<file path="config.mk">
export PLATFORM = sky130hd
export DESIGN_NAME = ram_dual_port_param
export DESIGN_NICKNAME = d
export VERILOG_FILES = /design/src/rtl/ram_dual_port_param.sv
export SDC_FILE = /design/constraint.sdc
export NUM_CORES = 1
export LEC_CHECK = 0
export BUFFER_PORTS_ARGS = -buffer_cell sky130_fd_sc_hd__buf_2
export CAP_MARGIN = 15
export CORE_MARGIN = 10
export CORE_UTILIZATION = 55
export CTS_BUF_LIST = sky130_fd_sc_hd__clkbuf_8
export CTS_CLUSTER_SIZE = 24
export DETAILED_ROUTE_END_ITERATION = 8
export PLACE_DENSITY = 0.71
export SLEW_MARGIN = 20
export SYNTH_ARGS = -nofsm -noshare
export SYNTH_HDL_FRONTEND = slang
export SYNTH_SLANG_ARGS = --single-unit
</file>
<file path="constraint.sdc">
create_clock -name clk -period 2.34 [get_ports clk]
set_input_delay 0.468 -clock clk [delete_from_list [all_inputs] [get_ports clk]]
set_output_delay 0.468 -clock clk [all_outputs]
set_load 0.01 [all_outputs]
</file>
<file path="src/rtl/ram_dual_port_param.sv">
// Simple dual-port synchronous RAM with a clear sequencer, a read handshake and a configurable read-during-write mode.
// Define RAM_OUT_REG_EN to add an output pipeline register (read latency 2 instead of 1).
module ram_dual_port_param #(
   parameter int                DATA_W   = 8,
   parameter int                ADDR_W   = 6,
   parameter int                DEPTH    = 64,
   parameter int                RDW_MODE = 0,
   parameter logic [DATA_W-1:0] INIT_VAL = '0
) (
   input  logic              clk,
   input  logic              rst_n,
   input  logic              we_in,
   input  logic [ADDR_W-1:0] write_addr,
   input  logic [DATA_W-1:0] data_in,
   input  logic              re_in,
   input  logic [ADDR_W-1:0] read_addr,
   output logic [DATA_W-1:0] data_out,
   output logic              rvalid_out,
   output logic              init_busy_out
);

   typedef enum logic {CLEAR, READY} state_e;

   localparam logic [ADDR_W:0]   DEPTH_C = (ADDR_W+1)'(DEPTH);
   localparam logic [ADDR_W-1:0] LAST_C  = ADDR_W'(DEPTH-1);

   logic [DATA_W-1:0] mem_q [DEPTH];

   state_e            state_q, state_d;
   logic [ADDR_W-1:0] clr_cnt_q, clr_cnt_d;
   logic              busy_q, busy_d;
   logic [DATA_W-1:0] rd_data_q, rd_data_d;
   logic              rd_vld_q, rd_vld_d;

   logic              mem_we;
   logic [ADDR_W-1:0] mem_waddr;
   logic [DATA_W-1:0] mem_wdata;
   logic [DATA_W-1:0] rd_word;
   logic              wr_ok, rd_ok;

   always_comb begin
      state_d   = state_q;
      clr_cnt_d = clr_cnt_q;
      busy_d    = busy_q;
      rd_data_d = rd_data_q;
      rd_vld_d  = 1'b0;
      mem_we    = 1'b0;
      mem_waddr = write_addr;
      mem_wdata = data_in;
      wr_ok     = {1'b0, write_addr} < DEPTH_C;
      rd_ok     = {1'b0, read_addr} < DEPTH_C;
      rd_word   = '0;
      // Bypass only applies when the write actually lands in the array.
      if (rd_ok) begin
         if (RDW_MODE != 0 && we_in && wr_ok && write_addr == read_addr)
            rd_word = data_in;
         else
            rd_word = mem_q[read_addr];
      end
      case (state_q)
         CLEAR: begin
            mem_we    = 1'b1;
            mem_waddr = clr_cnt_q;
            mem_wdata = INIT_VAL;
            clr_cnt_d = clr_cnt_q + 1'b1;
            if (clr_cnt_q == LAST_C) begin
               state_d = READY;
               busy_d  = 1'b0;
            end
         end
         READY: begin
            mem_we = we_in && wr_ok;
            if (re_in) begin
               rd_data_d = rd_word;
               rd_vld_d  = 1'b1;
            end
         end
         default: state_d = CLEAR;
      endcase
   end

   always_ff @(posedge clk) begin
      if (!rst_n) begin
         state_q   <= CLEAR;
         clr_cnt_q <= '0;
         busy_q    <= 1'b1;
         rd_data_q <= '0;
         rd_vld_q  <= 1'b0;
      end else begin
         state_q   <= state_d;
         clr_cnt_q <= clr_cnt_d;
         busy_q    <= busy_d;
         rd_data_q <= rd_data_d;
         rd_vld_q  <= rd_vld_d;
      end
   end

   // The array itself has no reset; the clear sequencer initialises it.
   always_ff @(posedge clk) begin
      if (rst_n && mem_we) mem_q[mem_waddr] <= mem_wdata;
   end

`ifdef RAM_OUT_REG_EN
   logic [DATA_W-1:0] out_data_q, out_data_d;
   logic              out_vld_q, out_vld_d;

   always_comb begin
      out_data_d = out_data_q;
      out_vld_d  = 1'b0;
      if (state_q == READY && rd_vld_q) begin
         out_data_d = rd_data_q;
         out_vld_d  = 1'b1;
      end
   end

   always_ff @(posedge clk) begin
      if (!rst_n) begin
         out_data_q <= '0;
         out_vld_q  <= 1'b0;
      end else begin
         out_data_q <= out_data_d;
         out_vld_q  <= out_vld_d;
      end
   end

   assign data_out   = out_data_q;
   assign rvalid_out = out_vld_q;
`else
   assign data_out   = rd_data_q;
   assign rvalid_out = rd_vld_q;
`endif

   assign init_busy_out = busy_q;

endmodule
</file>
-- Word-level counts from Yosys, hierarchy flattened
Memories as Yosys holds them, arrays and structs flattened. A register that Yosys moved wholly into a read port is not among the register bits.
Index checks and enable logic that the tools add are counted.
- flip-flop bits (word level): 9
- bits in latches: 0
- bits in writable memories: 512
- memory bits (read-only): 0
- bits of input ports: 24
- output and inout bits: 10
- word-level logic and storage cells: 21
- memories: 1
- add/sub/neg operators: 1
- $mul: 0
- div/mod/pow operators: 0
- magnitude comparators: 0
- equality and inequality tests: 1
- shift operators: 0
- multiplexer cells: 8
- bitwise logic cells: 1
- reduce and logical (&&, ||, !) cells: 5
- memory list (name ; words ; bits a word ; rd ports ; clocked after Yosys merged registers in ; wr ports ; line ; RTL):
    mem_q ; 64 ; 8 ; 1 ; 1 ; 1 ; 27 ; logic [DATA_W-1:0] mem_q [DEPTH];
- operators with widths (cell ; number):
    8-bit 2-to-1 mux ; 1
    6-bit by 1-bit adder with 6-bit output, second input constant ; 1
    6-bit == test, second input constant ; 1
    6-bit 2-to-1 mux ; 1
    2-bit AND reduction ; 3
    1-bit 2-to-1 mux ; 5
    1-bit one-hot mux with 2 select lines ; 1
    1-bit logical AND ; 1
    1-bit logical NOT ; 1
    1-bit inverter ; 1

-- Longest topological paths before layout
- word-level depth: 5
- depth in mapped cells: 9

-- Least setup slack after synthesis
Ideal clock, no wire load.
- kind: register -> register
- start point: reg state_q
- end point: mem mem_q[0][0], data pin
- library setup time: 0.367 ns
- data arrival time: 2.014 ns
- data required time: 1.973 ns
- slack: -0.041 ns
- stages on the path, launching flop included: 5
- clock period less this slack: 2.381 ns
- cell sequence: dfxtp_1 clkbuf_1 clkbuf_1 clkbuf_1 and2_1
- cells in the longest elaborated chain, start to end: 1
- ends and longest elaborated chain (item ; line ; RTL):
    from (decl) ; 29 ; state_e state_q, state_d;
    from (signal assigned) ; 90 ; state_q <= state_d;
    8-bit 2-to-1 mux ; 60 ; case (state_q)
    via mem_wdata[0] ; 37 ; logic [DATA_W-1:0] mem_wdata;
    to (decl) ; 27 ;
The timed path passes the listed nets, and every way through them passes these cells.

-- Worst setup path in the final report
- start point: reg clr_cnt_q[3]
- end point: mem mem_q[59][3] (enable)
- cells in the longest elaborated chain, start to end: 1
- ends and longest elaborated chain (item ; line ; RTL):
    from (decl) ; 30 ; logic [ADDR_W-1:0] clr_cnt_q, clr_cnt_d;
    from (signal assigned) ; 91 ; clr_cnt_q <= clr_cnt_d;
    6-bit 2-to-1 mux ; 60 ;
No other way between the ends.

==> impl_metrics.tcl <==
set metrics [dict create \
    startpoint_type "flip-flop" \
    final_cell_area_mm2 0.0243 \
    finalCriticalPeriod_ns 2.34 \
    slew_violations 0 \
    total_power_mw 18.0 \
    slew_headroom_pct 36.8 \
    clkTransAtPathRegs_ns 0.06 \
    chipHeight_um 215 \
    cts_root_buf "clkbuf_8" \
    gp_congestion 0.836 \
    clk_latency_ns 0.65 \
    grt_usage_pct 20.4 \
    synth_ff_type "edfxtp_1" \
    syn_avg_cell_area_um2 19.5 \
    yosysTopAreaCell "edfxtp_1" \
    cp_max_fo 8 \
    drive_gt1_share_pct 31.9 \
    cap_viol_max_count 0 \
    hold_viol 0 \
    clock-sinks 529 \
    rsz0062_at_grt "true" \
    first_pass_iters 5 \
    worst_slew_pin_slew_ns 0.944 \
    post_cts_buffers 0 \
    power.leakage_nw 8.52 \
    fin_nets 1303 \
    finalSetupViolCount 1 \
    timing.final.ws_setup_ns -0.00319 \
    antenna_cells 0 \
    core_mm2 0.0375 \
    postLayoutCoreUtil_pct 64.7 \
    pin_count 34 \
    synth_area_leaders "edfxtp_1, mux4_2, mux2i_1" \
    ys_seq_area_share_pct 75.4 \
    grt_pass1_wl_mm 70.7 \
    synthCells 1070 \
    worstSetupPathType "flip-flop to flip-flop" \
    via_count 10943 \
    synthArstFlopShare_pct 0 \
    ys_types 45 \
    drt-total-wl_mm 46.7 \
    synthesis.nets 1095 \
    status "finished, violations left" \
    wl_per_cell_um 25.3 \
    port_buffers 33 \
    synth_top_area_share_pct 73.8 \
    r2r_slack_ns -0.003 \
    rows 71 \
    numCtsBuffers 80 \
    antenna_found_initial 0 \
    drc 0 \
    hold_path.class "input port to flip-flop" \
    die_w_um 215 \
    post-place-ws_ns -0.322 \
    fmax_mhz 427 \
    crit_arrival_ns 2.58 \
    skew_ns 0.0461 \
    critPathCaptureType "flip-flop" \
    die-area_mm2 0.0461 \
    h-tree-depth 3 \
    clk_path_buf_depth 3 \
    ir_worst_vdd_v 0.000583 \
    grt_pass1_vias 11270 \
    fin_crit_sh_pct 100 \
    pwr_density_cell_mw_per_mm2 743 \
    placed_area_mm2 0.0228 \
    cts_tree "yes" \
    grt_max_degree 65 \
    synth_edf_count 512 \
    synth-seq-cells 529 \
    synth_area_mm2 0.0208 \
    yosysWarnings 0 \
    place_hpwl_mm 30.1 \
    syn2layout_area_growth_pct 16.4 \
    worstPathRequired_ns 2.58 \
    ant_nets 0 \
    routed_via_density 5.92 \
    gr-total-overflow 0 \
    drtIter0Drc 1038 \
    start_util_pct 55.6 \
    violations "setup timing" \
    ctsHoldBuffers 0 \
]
## worst max-delay path, cell delays in order (launching register included)
cell,delay (ns)
dfxtp_1,0.44
nand2_1,0.15
o22ai_1,0.23
nand2_1,0.32
nor2_1,0.81
## metal layers
metal / global-route usage, % / vias up / routed length, um
li1: - / 4787 / -
met1: 26.8 / 5587 / 18500
met2: 32.3 / 485 / 22700
met3: 5.29 / 84 / 4030
met4: 8.06 / 0 / 1500
met5: 0 / - / 0
## kinds of logic (layout without fill, tap and decap cells)
group                      after synthesis  count (layout)  synth area share (%)
AOI/OAI and AO/OA                       82              82                  2.81
muxes                                  194             194                  15.8
xor gates and xnor gates                 2               2                0.0841
DFF                                    529             529                  75.4
adders and majority gates                1               1                0.0600
and+or+nand+nor                        205             205                  4.48
buffers and inverters                   57             326                  1.39
## worst paths after layout
kind	start	end	depth (start not counted)
worst min register to register	init_busy_out$_SDFFE_PN1P_	init_busy_out$_SDFFE_PN1P_	2
worst max register to register	clr_cnt_q[3]$_SDFFE_PN0N_	mem_q[59][3]$_DFFE_PP_	4
worst max-delay path	clr_cnt_q[3]$_SDFFE_PN0N_	mem_q[59][3]$_DFFE_PP_	4
worst min-delay path	read_addr[4]	data_out[5]$_SDFFE_PN0P_	3
## cells in the mapped netlist (4+ instances only)
| library cell | instances |
|---|---|
| o22ai_1 | 4 |
| nor2_1 | 69 |
| buf_2 | 21 |
| o211ai_1 | 7 |
| and2_1 | 11 |
| o21ai_0 | 6 |
| mux2i_1 | 67 |
| nand2_1 | 57 |
| nand2b_1 | 10 |
| dfxtp_1 | 17 |
| buf_6 | 4 |
| o221ai_1 | 4 |
| buf_1 | 4 |
| clkbuf_1 | 21 |
| nand4_1 | 11 |
| a221o_1 | 7 |
| mux2_2 | 22 |
| a21oi_1 | 17 |
| buf_4 | 5 |
| mux4_2 | 105 |
| edfxtp_1 | 512 |
| nor2b_1 | 8 |
| a21boi_0 | 4 |
| nand3_1 | 26 |
| a22oi_1 | 22 |
## through the flow
step	cells	setup TNS (ns)	hold WS (ns)
finish	1850	-0.00319	0.168
global placement	1707	-3.62	0.452
detailed placement	1707	-6.55	0.445
global route	1850	-1.94	0.162
floorplan	1070	0	0.479
CTS	1850	0	0.131
## flip-flops by register name (all words and copies together) (netlist names)
signal / cells
mem_q: 512
state_q: 1
rvalid_out: 1
clr_cnt_q: 6
data_out: 8
init_busy_out: 1
## what timing repair did
item	4_1_cts	5_1_grt
setup endpoints to repair	62	81
pin swaps	0	0
resized for setup	10	8
## layout by cell type, fill, tap and decap left out, types with 19 or more instances in the layout
| cell | n |
|---|---|
| buf_12 | 21 |
| mux2_2 | 22 |
| a22oi_1 | 22 |
| mux2i_1 | 66 |
| nor2_1 | 58 |
| clkinv_1 | 19 |
| clkbuf_8 | 80 |
| mux4_2 | 105 |
| nand3_1 | 26 |
| inv_1 | 31 |
| edfxtp_1 | 512 |
| buf_2 | 31 |
| nand2_1 | 55 |
| buf_4 | 127 |
## final cells by class
class                   instances  area, um^2
clock buffers                  80        1100
clock inverters                63         349
repair buffers                181        1550
well taps                     511         639
fillers                      2608       13200
multi-input cells             484        4900
inverters                       2        7.51
flip-flops and latches        529       15700
## power by group
| part | switching, mW | total (mW) | internal [mW] |
|---|---|---|---|
| clock network | 3.47 | 6.92 | 3.45 |
| registers | 0.0109 | 10.3 | 10.3 |
| logic | 0.421 | 0.826 | 0.405 |
No activity file was read; power rests on OpenSTA's default activity.
